===== src/rtl/puf_pkg.sv =====
// puf_pkg: shared state encoding and constants for the PUF response collector.
package puf_pkg;
    typedef enum logic {FILL = 1'b0, HOLD = 1'b1} state_t;
    localparam int SHIFT_TO_MSB = 0;
    localparam int SHIFT_TO_LSB = 1;
    localparam int PUF_RESP_W = 256;
endpackage


===== src/rtl/puf_response_sipo_if.sv =====
// puf_response_sipo_if: serial bit input and held parallel word output bundle.
interface puf_response_sipo_if #(parameter int WIDTH = puf_pkg::PUF_RESP_W);
    localparam int CNT_W = $clog2(WIDTH + 1);
    logic             clr;
    logic             s_in;
    logic             s_valid;
    logic             s_ready;
    logic [WIDTH-1:0] p_out;
    logic             p_valid;
    logic             p_ack;
    logic [CNT_W-1:0] bit_cnt;
    logic             overflow;
    modport master (output clr, s_in, s_valid, p_ack, input s_ready, p_out, p_valid, bit_cnt, overflow);
    modport slave (input clr, s_in, s_valid, p_ack, output s_ready, p_out, p_valid, bit_cnt, overflow);
endinterface


===== src/rtl/puf_shift_core.sv =====
// puf_shift_core: direction-selectable shift register with bit counter and last-bit flag.
module puf_shift_core
    import puf_pkg::*;
#(
    parameter int WIDTH = PUF_RESP_W,
    parameter int SHIFT_DIR = SHIFT_TO_MSB,
    localparam int CNT_W = $clog2(WIDTH + 1)
) (
    input  logic             clk,
    input  logic             rst,
    input  logic             clr,
    input  logic             en,
    input  logic             din,
    input  logic             cnt_zero,
    output logic [WIDTH-1:0] sr,
    output logic [WIDTH-1:0] sr_next,
    output logic [CNT_W-1:0] bit_cnt,
    output logic             last
);
    assign sr_next = (SHIFT_DIR == SHIFT_TO_MSB) ? {sr[WIDTH-2:0], din} : {din, sr[WIDTH-1:1]};
    assign last = (bit_cnt == CNT_W'(WIDTH - 1));
    always_ff @(posedge clk or posedge rst) begin
        if (rst) begin
            sr <= '0;
            bit_cnt <= '0;
        end else if (clr) begin
            sr <= '0;
            bit_cnt <= '0;
        end else begin
            if (en) sr <= sr_next;
            bit_cnt <= cnt_zero ? '0 : en ? bit_cnt + 1'b1 : bit_cnt;
        end
    end
endmodule


===== src/rtl/puf_response_sipo.sv =====
// puf_response_sipo: frames serial PUF bits into WIDTH-bit words and double-buffers
// them behind a valid/ack output register.
module puf_response_sipo
    import puf_pkg::*;
#(
    parameter int WIDTH = PUF_RESP_W,
    parameter int SHIFT_DIR = SHIFT_TO_MSB
) (
    input logic clk,
    input logic rst,
    puf_response_sipo_if.slave bus
);
    localparam int CNT_W = $clog2(WIDTH + 1);
    state_t           state;
    logic [WIDTH-1:0] sr, sr_next, p_out;
    logic [CNT_W-1:0] bit_cnt;
    logic             last, p_valid, overflow;
    logic             s_ready, accept, load_direct, hold_go, hold_rel;
    assign s_ready = (state == FILL);
    assign accept = bus.s_valid & s_ready;
    // A finished word bypasses HOLD whenever the output slot is free or being freed.
    assign load_direct = accept & last & (~p_valid | bus.p_ack);
    assign hold_go = accept & last & ~load_direct;
    assign hold_rel = (state == HOLD) & bus.p_ack;
    puf_shift_core #(.WIDTH(WIDTH), .SHIFT_DIR(SHIFT_DIR)) u_core (
        .clk(clk), .rst(rst), .clr(bus.clr), .en(accept), .din(bus.s_in),
        .cnt_zero(load_direct | hold_rel), .sr(sr), .sr_next(sr_next),
        .bit_cnt(bit_cnt), .last(last)
    );
    always_ff @(posedge clk or posedge rst) begin
        if (rst) begin
            state <= FILL;
            p_out <= '0;
            p_valid <= 1'b0;
            overflow <= 1'b0;
        end else if (bus.clr) begin
            state <= FILL;
            p_out <= '0;
            p_valid <= 1'b0;
            overflow <= 1'b0;
        end else begin
            if (bus.s_valid && !s_ready) overflow <= 1'b1;
            if (load_direct) begin
                p_out <= sr_next;
                p_valid <= 1'b1;
            end else if (hold_rel) begin
                p_out <= sr;
                p_valid <= 1'b1;
                state <= FILL;
            end else if (bus.p_ack) begin
                p_valid <= 1'b0;
            end
            if (hold_go) state <= HOLD;
        end
    end
    assign bus.s_ready = s_ready;
    assign bus.p_out = p_out;
    assign bus.p_valid = p_valid;
    assign bus.bit_cnt = bit_cnt;
    assign bus.overflow = overflow;
endmodule


===== src/flat_wrapper.sv =====
// flat-port wrapper written by rule: the top's interface ports become plain ports
module puf_response_sipo_flat import puf_pkg::*;
#(
    parameter int WIDTH = PUF_RESP_W,
    parameter int SHIFT_DIR = SHIFT_TO_MSB
)
  (clk, rst, bus_clr, bus_s_in, bus_s_valid, bus_p_ack, bus_s_ready, bus_p_out, bus_p_valid, bus_bit_cnt, bus_overflow);
  puf_response_sipo_if #(.WIDTH(WIDTH)) bus_i ();
  input logic clk;
  input logic rst;
  input wire logic [$bits(bus_i.clr)-1:0] bus_clr;
  input wire logic [$bits(bus_i.s_in)-1:0] bus_s_in;
  input wire logic [$bits(bus_i.s_valid)-1:0] bus_s_valid;
  input wire logic [$bits(bus_i.p_ack)-1:0] bus_p_ack;
  output wire logic [$bits(bus_i.s_ready)-1:0] bus_s_ready;
  output wire logic [$bits(bus_i.p_out)-1:0] bus_p_out;
  output wire logic [$bits(bus_i.p_valid)-1:0] bus_p_valid;
  output wire logic [$bits(bus_i.bit_cnt)-1:0] bus_bit_cnt;
  output wire logic [$bits(bus_i.overflow)-1:0] bus_overflow;
  assign bus_i.clr = bus_clr;
  assign bus_i.s_in = bus_s_in;
  assign bus_i.s_valid = bus_s_valid;
  assign bus_i.p_ack = bus_p_ack;
  assign bus_s_ready = bus_i.s_ready;
  assign bus_p_out = bus_i.p_out;
  assign bus_p_valid = bus_i.p_valid;
  assign bus_bit_cnt = bus_i.bit_cnt;
  assign bus_overflow = bus_i.overflow;
  puf_response_sipo #(.WIDTH(WIDTH), .SHIFT_DIR(SHIFT_DIR)) u_core (.clk(clk), .rst(rst), .bus(bus_i));
endmodule

===== config.mk =====
export PLATFORM = sky130hd
export DESIGN_NAME = puf_response_sipo_flat
export DESIGN_NICKNAME = d
export VERILOG_FILES = /design/src/rtl/puf_pkg.sv /design/src/rtl/puf_response_sipo_if.sv /design/src/rtl/puf_shift_core.sv /design/src/rtl/puf_response_sipo.sv /design/src/flat_wrapper.sv
export SDC_FILE = /design/constraint.sdc
export NUM_CORES = 1
export LEC_CHECK = 0
export CAP_MARGIN = 20
export CELL_PAD_IN_SITES_DETAIL_PLACEMENT = 0
export CELL_PAD_IN_SITES_GLOBAL_PLACEMENT = 1
export CORE_MARGIN = 5
export CORE_UTILIZATION = 44
export DETAILED_ROUTE_END_ITERATION = 7
export PLACE_DENSITY_LB_ADDON = 0.1
export SLEW_MARGIN = 20
export SYNTH_ARGS = -nofsm -noshare
export SYNTH_HDL_FRONTEND = slang
export SYNTH_SLANG_ARGS = --single-unit

===== constraint.sdc =====
create_clock -name clk -period 21.4 [get_ports clk]
set_clock_uncertainty 0.05 [all_clocks]
set_input_delay 4.28 -clock clk [delete_from_list [all_inputs] [get_ports clk]]
set_output_delay 4.28 -clock clk [all_outputs]
set_load 0.005 [all_outputs]

==> flow_summary.yaml <==
yosys:
  synth_nets: 2756
  async_flop_share_pct: 100
  yosysWarnings: 0
  netlist.area_leader.share_pct: 51.7
  yosysMostFrequentCell: "dfrtp_1"
  synth_ff_type: "dfrtp_1"
  synth.avg_cell_area_um2: 9.24
  synth_commonest_cells: "dfrtp_1 (524), a21oi_1 (518), nand2_1 (516)"
  synthTopCellsByArea: "dfrtp_1 (52%), a21oi_1 (10%), a311oi_1 (8.8%)"
  ys_seq_area_share_pct: 51.7
  syn_area_um2: 25400
  synth_edf_count: 0
  yosys.area.top_type: "dfrtp_1"
  synth-seq-cells: 524
  synthCells: 2748
  ys_types: 29
pwr:
  peakVddDrop_mv: 0.0568
  p_per_area_nw_per_um2: 69.5
  leakagePower_uw: 0.0103
sta:
  setup_viol: 0
  max-slew-margin-rel_pct: 18.7
  tns_ps: 0
  fin_crit_ps: 7720
  rsz0062_at_grt: "no"
  worst_slack_ps: 13680
  finalMaxSlewViolations: 0
  fin_hold_ws_ps: 464
  hold_viol_final: 0
  tightest_slew_ps: 1220
  min_period_over_period_pct: 36.1
  max_freq_mhz: 130
clock_tree:
  post_cts_resized: 0
  cts_tree: "done"
  post-cts-setup-buffers: 0
  cts.path.max_buffers: 3
  cts_made_buffers: 57
  cts-hold-fix-buffers: 0
  clk_latency_ps: 620
  clkSinkCount: 524
  htreeDepth: 2
  clk_pin_slew_ps: 60
  root_buffer: "clkbuf_16"
worst_setup_path:
  cp_common_cell: "buf_4"
  required_ps: 21850
  path_cells: "clkdlybuf4s50_1, nor2b_4, buf_12, buf_4, buf_4, nand4_1, a311oi_1"
  r2r_cells: 5
  max_stage_delay_ps: 890
  crit_family: "buffers and inverters"
  setup.worst_path.start: "bus_s_valid"
  rr_startpoint: "u_core.state"
  crit_type: "input port to flop"
  cp-start-kind: "input port"
  path_depth: 7
  end_kind: "flop"
  cp.arrival_ps: 8170
  worst-path-max-fanout: 240
  critPathSlowestCell: "buf_4"
  cp_num_buf_inv: 4
flow_run:
  maxCapViolCount: 0
global_route:
  grt_usage_pct: 23.6
  first_global_vias: 21500
  grt_pass1_wl_um: 125000
  grt_max_degree: 241
  antenna_found_initial: 0
  grt-ovfl-total: 0
detailed_routing:
  route.detailed.drc: 0
  ant_nets: 0
  drt_wl_total_um: 77600
  drtPass1Iterations: 5
  via_count: 22500
  routed_via_density: 6.35
  wl_per_cell_um: 21.9
  drt_iter0_markers: 2240
place:
  port_buffers: 273
  hpwlAfterDp_um: 40200
  placement.cell_area_um2: 27800
  gp_congestion: 0.760
  dpl_worst_slack_ps: 12940
layout:
  diodes: 0
  syn_to_final_growth_pct: 17.0
  layout.nets: 2750
  drive_above_1_share_pct: 4.78
  stdcell_area_um2: 29700
hold_path:
  min-delay-start: "u_core.bus.overflow"
  min_path_type: "flop to flop"
  hold_depth: 2
die:
  die_area_um2: 62600
  die_y_um: 250
  core_um2: 57400
  ios: 274
  rows: 88
  die_x_um: 250
  start_util_pct: 44.2
run_status:
  outcome: "completed"
==> tightest hold or removal path, stage by stage (launching register included) <==
cell and delay (ps):
dfrtp_1 350, a21oi_1 50, nor2_1 80
==> area by class of cell <==
| cell class | instances | area [um2] |
|---|---|---|
| fill | 5262 | 27700 |
| sequential | 524 | 13100 |
| multi-input combinational | 1845 | 10600 |
| timing repair buffer | 309 | 3060 |
| clock buffer | 87 | 1740 |
| tap | 765 | 957 |
| clock inverter | 10 | 129 |
| inverter | 5 | 33.8 |
==> layer usage <==
layer / up-vias / routed length (um) / track usage, %
met2: 757 / 35600 / 35.9
met5: - / 0 / 0
met4: 0 / 1590 / 5.74
met1: 11300 / 35300 / 35.1
met3: 97 / 5060 / 4.57
li1: 10400 / - / -
==> kinds of logic after synthesis <==
| kind of cell | synth area share [%] |
|---|---|
| AOI/OAI and AO/OA | 27.1 |
| and+or+nand+nor | 14.4 |
| DFF | 51.7 |
| buffers and inverters | 6.62 |
| adders and majority gates | 0.0986 |
| xor gates and xnor gates | 0.0345 |
==> stage by stage <==
step | power [uW] | cells | util, %
floorplan | 1070 | 2748 | -
global placement | 1090 | 3447 | 48.4
detailed placement | 1090 | 3447 | 48.4
CTS | 2080 | 3544 | 51.7
global route | 2130 | 3545 | 51.7
finish | 2060 | 3545 | 51.7
==> cell usage in the layout (no fill, tap or decap), types with 2 or more instances in the layout <==
cell type and n:
a21o_1 3, a21oi_1 518, a311oi_1 256, a31oi_1 2, buf_12 4, buf_4 31
bufinv_16 3, clkbuf_1 12, clkbuf_16 59, clkbuf_8 16, clkdlybuf4s50_1 272, clkinv_2 6
dfrtp_1 524, inv_1 3, inv_8 2, nand2_1 516, nand2b_1 2, nand2b_4 2
nand3_1 7, nand4_1 256, nor2_1 2, nor2b_4 2, o21ai_0 4, o2bb2ai_1 2
o31ai_1 259, or4_1 3
==> flip-flops by register name, summed over array words and instances, names as in the netlist <==
name / count
u_core.u_core.bit_cnt: 9
u_core.bus.p_valid: 1
u_core.bus.p_out: 256
u_core.u_core.sr: 256
u_core.state: 1
u_core.bus.overflow: 1
==> report_power, final <==
part	switching, uW	internal (uW)	total (uW)
logic	68.2	5.96	74.1
registers	0.647	991	992
clock network	407	590	997
==> path summary, 6_finish.rpt <==
kind	endpoint	slack, ps
setup / recovery	u_core.bus.p_out[115]	13680
hold / removal	u_core.bus.overflow	460
setup reg to reg	u_core.bus.p_out[115]	17390
hold reg to reg	u_core.bus.overflow	460
max in group asynchronous	u_core.u_core.sr[230]	14840
min in group asynchronous	u_core.u_core.sr[111]	4120
No activity file was read; power rests on OpenSTA's default activity.
